**src/rtl/data_memory_interface.sv**
```systemverilog
// MEM-stage load/store to word-addressed, byte-strobed bus bridge with load alignment and sign extension.
// Latency: 2 stall cycles minimum, result valid in DONE; stall holds the pipeline until bus_ready or timeout.
module data_memory_interface #(
    parameter int unsigned TIMEOUT_CYCLES = 255
) (
    input  logic        clock,
    input  logic        reset,
    input  logic [31:0] address,
    input  logic [31:0] write_data,
    input  logic [2:0]  format,
    input  logic        read_enable,
    input  logic        write_enable,
    output logic [31:0] read_data,
    output logic        stall,
    output logic        misaligned,
    output logic        bus_error,
    output logic [31:0] bus_address,
    output logic [31:0] bus_write_data,
    output logic [3:0]  bus_byte_enable,
    output logic        bus_read_request,
    output logic        bus_write_request,
    input  logic        bus_ready,
    input  logic [31:0] bus_read_data
);

    localparam logic [1:0]  S_IDLE = 2'd0;
    localparam logic [1:0]  S_BUSY = 2'd1;
    localparam logic [1:0]  S_DONE = 2'd2;
    localparam logic [15:0] TIMEOUT_LIMIT = 16'(TIMEOUT_CYCLES);

    logic [1:0]  state_q, state_d;
    logic [15:0] cnt_q, cnt_d;
    logic [31:0] rd_data_q, rd_data_d;
    logic        misaligned_q, misaligned_d;
    logic        bus_error_q, bus_error_d;
    logic [31:0] addr_q, addr_d;
    logic [31:0] wdata_q, wdata_d;
    logic [3:0]  be_q, be_d;
    logic        rd_req_q, rd_req_d;
    logic        wr_req_q, wr_req_d;
    logic [2:0]  fmt_q, fmt_d;
    logic [1:0]  off_q, off_d;

    logic        access, is_b, is_h, misalign, timeout;
    logic [1:0]  k;
    logic [3:0]  lane_be;
    logic [31:0] lane_wdata, shifted, load_word;
    logic [15:0] cnt_inc;

    // Only funct3[1:0] distinguishes B/H; every other encoding behaves as a word access.
    always_comb begin
        access   = read_enable | write_enable;
        k        = address[1:0];
        is_b     = (format[1:0] == 2'b00);
        is_h     = (format[1:0] == 2'b01);
        misalign = is_h ? k[0] : (!is_b && (k != 2'b00));
        if (is_b) begin
            lane_be    = 4'b0001 << k;
            lane_wdata = {4{write_data[7:0]}};
        end else if (is_h) begin
            lane_be    = k[1] ? 4'b1100 : 4'b0011;
            lane_wdata = {2{write_data[15:0]}};
        end else begin
            lane_be    = 4'b1111;
            lane_wdata = write_data;
        end
    end

    always_comb begin
        shifted = bus_read_data >> {off_q, 3'b000};
        case (fmt_q[1:0])
            2'b00:   load_word = {{24{~fmt_q[2] & shifted[7]}}, shifted[7:0]};
            2'b01:   load_word = {{16{~fmt_q[2] & shifted[15]}}, shifted[15:0]};
            default: load_word = shifted;
        endcase
        cnt_inc = cnt_q + 16'd1;
        timeout = (cnt_inc >= TIMEOUT_LIMIT);
    end

    always_comb begin
        state_d      = state_q;
        cnt_d        = cnt_q;
        rd_data_d    = rd_data_q;
        misaligned_d = 1'b0;
        bus_error_d  = bus_error_q;
        addr_d       = addr_q;
        wdata_d      = wdata_q;
        be_d         = be_q;
        rd_req_d     = rd_req_q;
        wr_req_d     = wr_req_q;
        fmt_d        = fmt_q;
        off_d        = off_q;
        stall        = 1'b0;
        case (state_q)
            S_IDLE: begin
                cnt_d = 16'd0;
                if (access && misalign) begin
                    misaligned_d = 1'b1;
                    rd_data_d    = 32'd0;
                end else if (access) begin
                    stall    = 1'b1;
                    addr_d   = {address[31:2], 2'b00};
                    wdata_d  = lane_wdata;
                    be_d     = lane_be;
                    wr_req_d = write_enable;
                    rd_req_d = ~write_enable;
                    fmt_d    = format;
                    off_d    = k;
                    state_d  = S_BUSY;
                end
            end
            S_BUSY: begin
                stall = 1'b1;
                cnt_d = cnt_inc;
                if (bus_ready) begin
                    rd_req_d = 1'b0;
                    wr_req_d = 1'b0;
                    if (rd_req_q) rd_data_d = load_word;
                    state_d = S_DONE;
                end else if (timeout) begin
                    rd_req_d    = 1'b0;
                    wr_req_d    = 1'b0;
                    rd_data_d   = 32'd0;
                    bus_error_d = 1'b1;
                    state_d     = S_DONE;
                end
            end
            S_DONE: begin
                // Enables seen here still belong to the access just finished.
                cnt_d   = 16'd0;
                state_d = S_IDLE;
            end
            default: state_d = S_IDLE;
        endcase
    end

    always_ff @(posedge clock) begin
        if (reset) begin
            state_q      <= S_IDLE;
            cnt_q        <= 16'd0;
            rd_data_q    <= 32'd0;
            misaligned_q <= 1'b0;
            bus_error_q  <= 1'b0;
            addr_q       <= 32'd0;
            wdata_q      <= 32'd0;
            be_q         <= 4'd0;
            rd_req_q     <= 1'b0;
            wr_req_q     <= 1'b0;
            fmt_q        <= 3'd0;
            off_q        <= 2'd0;
        end else begin
            state_q      <= state_d;
            cnt_q        <= cnt_d;
            rd_data_q    <= rd_data_d;
            misaligned_q <= misaligned_d;
            bus_error_q  <= bus_error_d;
            addr_q       <= addr_d;
            wdata_q      <= wdata_d;
            be_q         <= be_d;
            rd_req_q     <= rd_req_d;
            wr_req_q     <= wr_req_d;
            fmt_q        <= fmt_d;
            off_q        <= off_d;
        end
    end

    assign read_data         = rd_data_q;
    assign misaligned        = misaligned_q;
    assign bus_error         = bus_error_q;
    assign bus_address       = addr_q;
    assign bus_write_data    = wdata_q;
    assign bus_byte_enable   = be_q;
    assign bus_read_request  = rd_req_q;
    assign bus_write_request = wr_req_q;

endmodule

```
**config.mk**
```make
export PLATFORM = sky130hd
export DESIGN_NAME = data_memory_interface
export DESIGN_NICKNAME = d
export VERILOG_FILES = /design/src/rtl/data_memory_interface.sv
export SDC_FILE = /design/constraint.sdc
export NUM_CORES = 1
export LEC_CHECK = 0
export CAP_MARGIN = 20
export CORE_MARGIN = 2
export CORE_UTILIZATION = 35
export DETAILED_ROUTE_END_ITERATION = 8
export HOLD_SLACK_MARGIN = 0.15
export PLACE_DENSITY = 0.74
export REMOVE_ABC_BUFFERS = 1
export SLEW_MARGIN = 20
export SYNTH_ARGS = -nofsm -noshare
export SYNTH_HDL_FRONTEND = slang
export SYNTH_SLANG_ARGS = --single-unit
```
**constraint.sdc**
```tcl
create_clock -name clock -period 2.6 [get_ports clock]
set_input_delay 0.65 -clock clock [delete_from_list [all_inputs] [get_ports clock]]
set_output_delay 0.65 -clock clock [all_outputs]
set_load 0.05 [all_outputs]
```
# [After elaboration in Yosys (flattened, before gate mapping)]
# Index checks and enable logic that the tools add are counted.
[word_totals] regBits=125 output_inout_bits=105 elab_cells=79
[op_classes] addsub=1 order_cmp=1 eq_ne=9 shifts=2 mux=30 bitwise=8 n_reduce_logical=16
[ops] operator="32-bit two-way mux" count=6
[ops] operator="32-bit one-hot mux with 2 select lines" count=2
[ops] operator="16-bit one-hot mux with 2 select lines" count=1
[ops] operator="32-bit by 5-bit >> shifter with 32-bit output" count=1
[ops] operator="16-bit by 1-bit adder with 16-bit output, second input constant" count=1
[ops] operator="16-bit by 8-bit >= comparator with 1-bit output, second input constant" count=1
[ops] operator="4-bit two-way mux" count=3
[ops] operator="1-bit two-way mux" count=10
[ops] operator="3-bit AND reduction" count=3
[ops] operator="2-bit two-way mux" count=4
[ops] operator="4-bit AND reduction" count=2
[ops] operator="2-bit by 1-bit equality test with 1-bit output, second input constant" count=3
[ops] operator="2-bit logical NOT" count=3
[ops] operator="2-bit != test, second input constant" count=3
[ops] operator="3-bit != test, second input constant" count=2
[ops] operator="1-bit one-hot mux with 2 select lines" count=3
[ops] operator="2-bit nonzero test" count=3
[ops] operator="1-bit inverter" count=5
[ops] operator="2-bit one-hot mux with 2 select lines" count=1
[ops] operator="2-bit OR reduction" count=2
[ops] operator="1-bit by 2-bit left shift with 4-bit output, first input constant" count=1
[ops] operator="1-bit AND" count=2
[ops] operator="2-bit equality test, second input constant" count=1
[ops] operator="1-bit logical AND" count=2
[ops] operator="other kinds (2)" count=2

# [Logic depth before layout (Yosys ltp)]
[depth] depth_word=7 mapped_depth=8 depth_no_buf=7

# [Worst setup path after synthesis]
# No wires, ideal clock.
[synth_timing] kind="input to output" startpoint="input format[1]" endpoint="output stall" arrival_time_ps=1960 required_ps=1950 path_slack_ps=-10 cell_stages=4 path_buffers=1 path_cell_list="buf_2 > a21oi_1 > o22ai_1 > a21oi_1"
[synth_via] elab_chain_len=7 word_cells_on_any_way=8 classes_between="eq/ne: 1; mux: 3; reduce/logical: 4"
[synth_rtl] element="start: declaration" line_no="10" rtl="input logic [2:0] format,"
[synth_rtl] element="2-bit logical NOT" line_no="54" rtl="is_b = (format[1:0] == 2'b00);"
[synth_rtl] element="1-bit logical NOT" line_no="56" rtl="misalign = is_h ? k[0] : (!is_b && (k != 2'b00));"
[synth_rtl] element="1-bit logical AND" line_no="56"
[synth_rtl] element="1-bit two-way mux *" line_no="56"
[synth_rtl] element="1-bit logical AND *" line_no="97" rtl="if (access && misalign) begin"
[synth_rtl] element="1-bit two-way mux *" line_no="97"
[synth_rtl] element="1-bit one-hot mux with 2 select lines *" line_no="94" rtl="case (state_q)"
[synth_rtl] element="end: declaration" line_no="14" rtl="output logic stall,"
# Every way passes the cells marked *; elsewhere a longest branch is shown, timed or not.

# [Final worst setup path]
[layout_timing] startpoint="input address[1]" endpoint="output stall"
[layout_via] elab_chain_len=6
[layout_rtl] element="start: declaration" line_no="8" rtl="input logic [31:0] address,"
[layout_rtl] element="2-bit nonzero test" line_no="56"
[layout_rtl] element="1-bit logical AND" line_no="56"
[layout_rtl] element="1-bit two-way mux" line_no="56"
[layout_rtl] element="1-bit logical AND" line_no="97"
[layout_rtl] element="1-bit two-way mux" line_no="97"
[layout_rtl] element="1-bit one-hot mux with 2 select lines" line_no="94"
# Every way passes these cells.

==> metrics.csv <==
metric,value,unit
status,completed,
Total GRT Usage,0.202,
launch point of the critical path,address[1],
setup bufs post-CTS,0,
Worst-path clk slew,0.06,ns
power density over cell area,632,mW/mm^2
"Distinct cells, synth",50,
crit-path max FO,3,
post-DP HPWL,13.4,mm
Post-Syn Area,0.00611,mm^2
Critical Path RT,1.95,ns
RR Startpoint,cnt_q[0],
Final period util,0.950,
final antenna-violating net count,0,
1st-pass router iterations,5,
Row Count,48,
synth cell count leaders,"166 x nand2_1, 125 x dfxtp_1, 94 x a21oi_1, 72 x nor2_1, 47 x clkbuf_1",
Initial Util,0.356,
fmax,0.405,GHz
worst setup margin,0.131,ns
"top cells by area, synth","dfxtp_1 41%, nand2_1 10%, a21oi_1 7.7%, mux2i_1 5.1%, nor2_1 4.4%",
switching share of total power,0.302,
Worst Skew,0.00932,ns
Worst Max-Slew Pin Slew,0.692,ns
Ys Warns,0,
Root Buffer Master,clkbuf_16,
clock buffer depth,2,
number of global-route vias before repair,5717,
Max VDD drop,0.475,mV
# IOs,209,
RSZ-0062 raised after global routing,false,
CP endpoint kind,output pin,
Synth Area per Inst,7.67,um^2
switching power,1.75,mW
die height,136,um
wire per inst,15.3,um
initial DRC count,374,
slowest CP cell,clkdlybuf4s50_1,
share of the synthesized area in the top cell type,0.409,
PnR Total Power,5.79,mW
count of final setup violators,0,
worst min-delay path class,flip-flop to flip-flop,
pre-CTS setup slack,-0.203,ns
routed vias/inst,5.04,
Final TNS setup,0,ns
critical path startpoint category,primary input,
Inserted Diodes,0,
Max-Slew Margin vs Limit,0.539,
later-pin clock latency in the skew report,0.42,ns
H-tree levels,4,
Syn Inst Count,797,
sequential area share after synthesis,0.409,
"area leader, netlist",dfxtp_1,
antenna violations before repair,0,
Setup CP Type,primary input to output pin,
gr ovfl total,0,
max-slew violations,0,
first-pass GRT wire length,29.4,mm
Die ar.,0.0185,mm^2
CTS tree,yes,
Area Overhead vs Synth,49.8,%
Async SR Flop Fraction,0,
Final Critical Period,2.47,ns
power share of the sequential group,0.359,
Core Region,0.0172,mm^2
PortBufs,206,
layout cells sized above 1,0.0866,
post-layout util,0.533,
"Hold Vio Cnt, Final",0,
largest net degree at the start of global routing,61,
crit-path cells,clkdlybuf4s50_1 > nor2_2 > o22ai_2 > a21oi_1 > buf_4 > buf_12,
most common cell in the netlist,nand2_1,
# fillers,1653,
ys flop type,dfxtp_1,
Via Count,6194,
Critical Path AT,1.82,ns
combinational power share,0.225,
min-delay src,bus_write_data[27],
GP Congestion,0.869,
number of CTS-inserted buffers,17,
CTS Sinks,125,
clock network power share,0.416,
Lkg Pwr,3.40,nW
"FF+latch count, synth",125,
CTS hold repair buffers,0,
crit-path max cell delay,0.45,ns
Max Cap Viol,0,
Die W,136,um
Post-synth EDFFs,0,
DRC,0,
final wirelength,18.9,mm
Int Pwr,4.04,mW
nets,1098,
metrics by stage:
stage | std cells | area (um^2) | hold slack [ns]
2_1_floorplan | 732 | 5830 | 0.440
3_3_place_gp | 1198 | 8540 | 0.442
3_5_place_dp | 1198 | 8540 | 0.445
4_1_cts | 1230 | 9140 | 0.454
5_1_grt | 1230 | 9160 | 0.475
6_report | 1230 | 9160 | 0.451
worst max-delay path: cells and delay by family:
kind	cells	cell delay (ns)
compound gates	2	0.26
simple gates	1	0.17
buf+inv	3	0.73
metal layers:
layer  part of all wire  vias to the layer above  track usage  wire length, um
li1                   -                     3125            -                -
met1               0.45                     2870        0.256             8540
met2               0.48                      165        0.327             8960
met3              0.046                       34       0.0485              858
met4              0.027                        0       0.0868              500
met5                  0                        -            0                0
final cells by class:
cell class,instances,area (um^2),area share
Clock buffer,18,429,0.0469
Clock inverter,14,168,0.0183
Inverter,8,30.0,0.00328
Multi-Input combinational cell,599,3340,0.364
Sequential cell,125,2500,0.273
Tap cell,225,282,0.0307
Timing Repair Buffer,241,2410,0.263
layout by cell type, fill, tap and decap left out, types with 3 or more instances in the layout:
master | netlist | layout
clkdlybuf4s50_1 | 0 | 201
nand2_1 | 166 | 166
dfxtp_1 | 125 | 125
a21oi_1 | 94 | 93
nor2_1 | 72 | 71
nor2b_1 | 42 | 42
nand3_1 | 37 | 37
mux2i_1 | 31 | 31
o21ai_0 | 30 | 30
buf_4 | 6 | 30
a211oi_1 | 25 | 25
clkbuf_16 | 0 | 17
o211ai_1 | 15 | 15
xor2_1 | 12 | 12
inv_1 | 8 | 8
a311oi_1 | 8 | 8
nor3_1 | 8 | 7
and2_1 | 7 | 7
buf_12 | 0 | 7
xnor2_1 | 5 | 5
or3_1 | 5 | 4
clkinv_2 | 0 | 4
nor3_2 | 2 | 3
mux2_2 | 3 | 3
nand2b_1 | 3 | 3
a31oi_1 | 3 | 3
bufinv_16 | 0 | 3
clkinvlp_4 | 0 | 3
kinds of logic after synthesis:
family,count (synthesis),share of synthesized area
AO/OA/AOI/OAI,190,0.192
other,1,0.000614
XOR/XNOR,17,0.0244
AND/OR/NAND/NOR,353,0.259
adder cells (fa/ha/maj),2,0.00409
multiplexers,35,0.0600
buffers and inverters,74,0.0510
flip-flops,125,0.409
worst paths after layout:
path / to / slack, ns / cells after the start
max: stall / 0.13 / 6
min: bus_write_data[27] / 0.45 / 2
max reg2reg: bus_write_request / 0.29 / 7
min reg2reg: bus_write_data[27] / 0.45 / 2
timing repair:
action                     4_1_cts  5_1_grt
setup endpoints to repair        1        1
pin swaps                        1        1
gates resized for setup          2        4
sequential cells by signal, indices dropped and copies added (netlist names):
| name | count |
|---|---|
| bus_byte_enable | 4 |
| fmt_q | 3 |
| bus_error | 1 |
| read_data | 32 |
| misaligned | 1 |
| off_q | 2 |
| cnt_q | 16 |
| bus_address | 30 |
| bus_write_data | 32 |
| bus_read_request | 1 |
| bus_write_request | 1 |
| state_q | 2 |
power groups by stage:
stage / Combinational (mW) / Clock, mW / Sequential (mW)
global placement: 1.29 / 0 / 2.12
global route: 1.39 / 2.54 / 2.09
detailed placement: 1.30 / 0 / 2.12
CTS: 1.31 / 2.45 / 2.08
finish: 1.30 / 2.41 / 2.08
floorplan: 0.372 / 0 / 2.46
No activity file was read; power rests on OpenSTA's default activity.
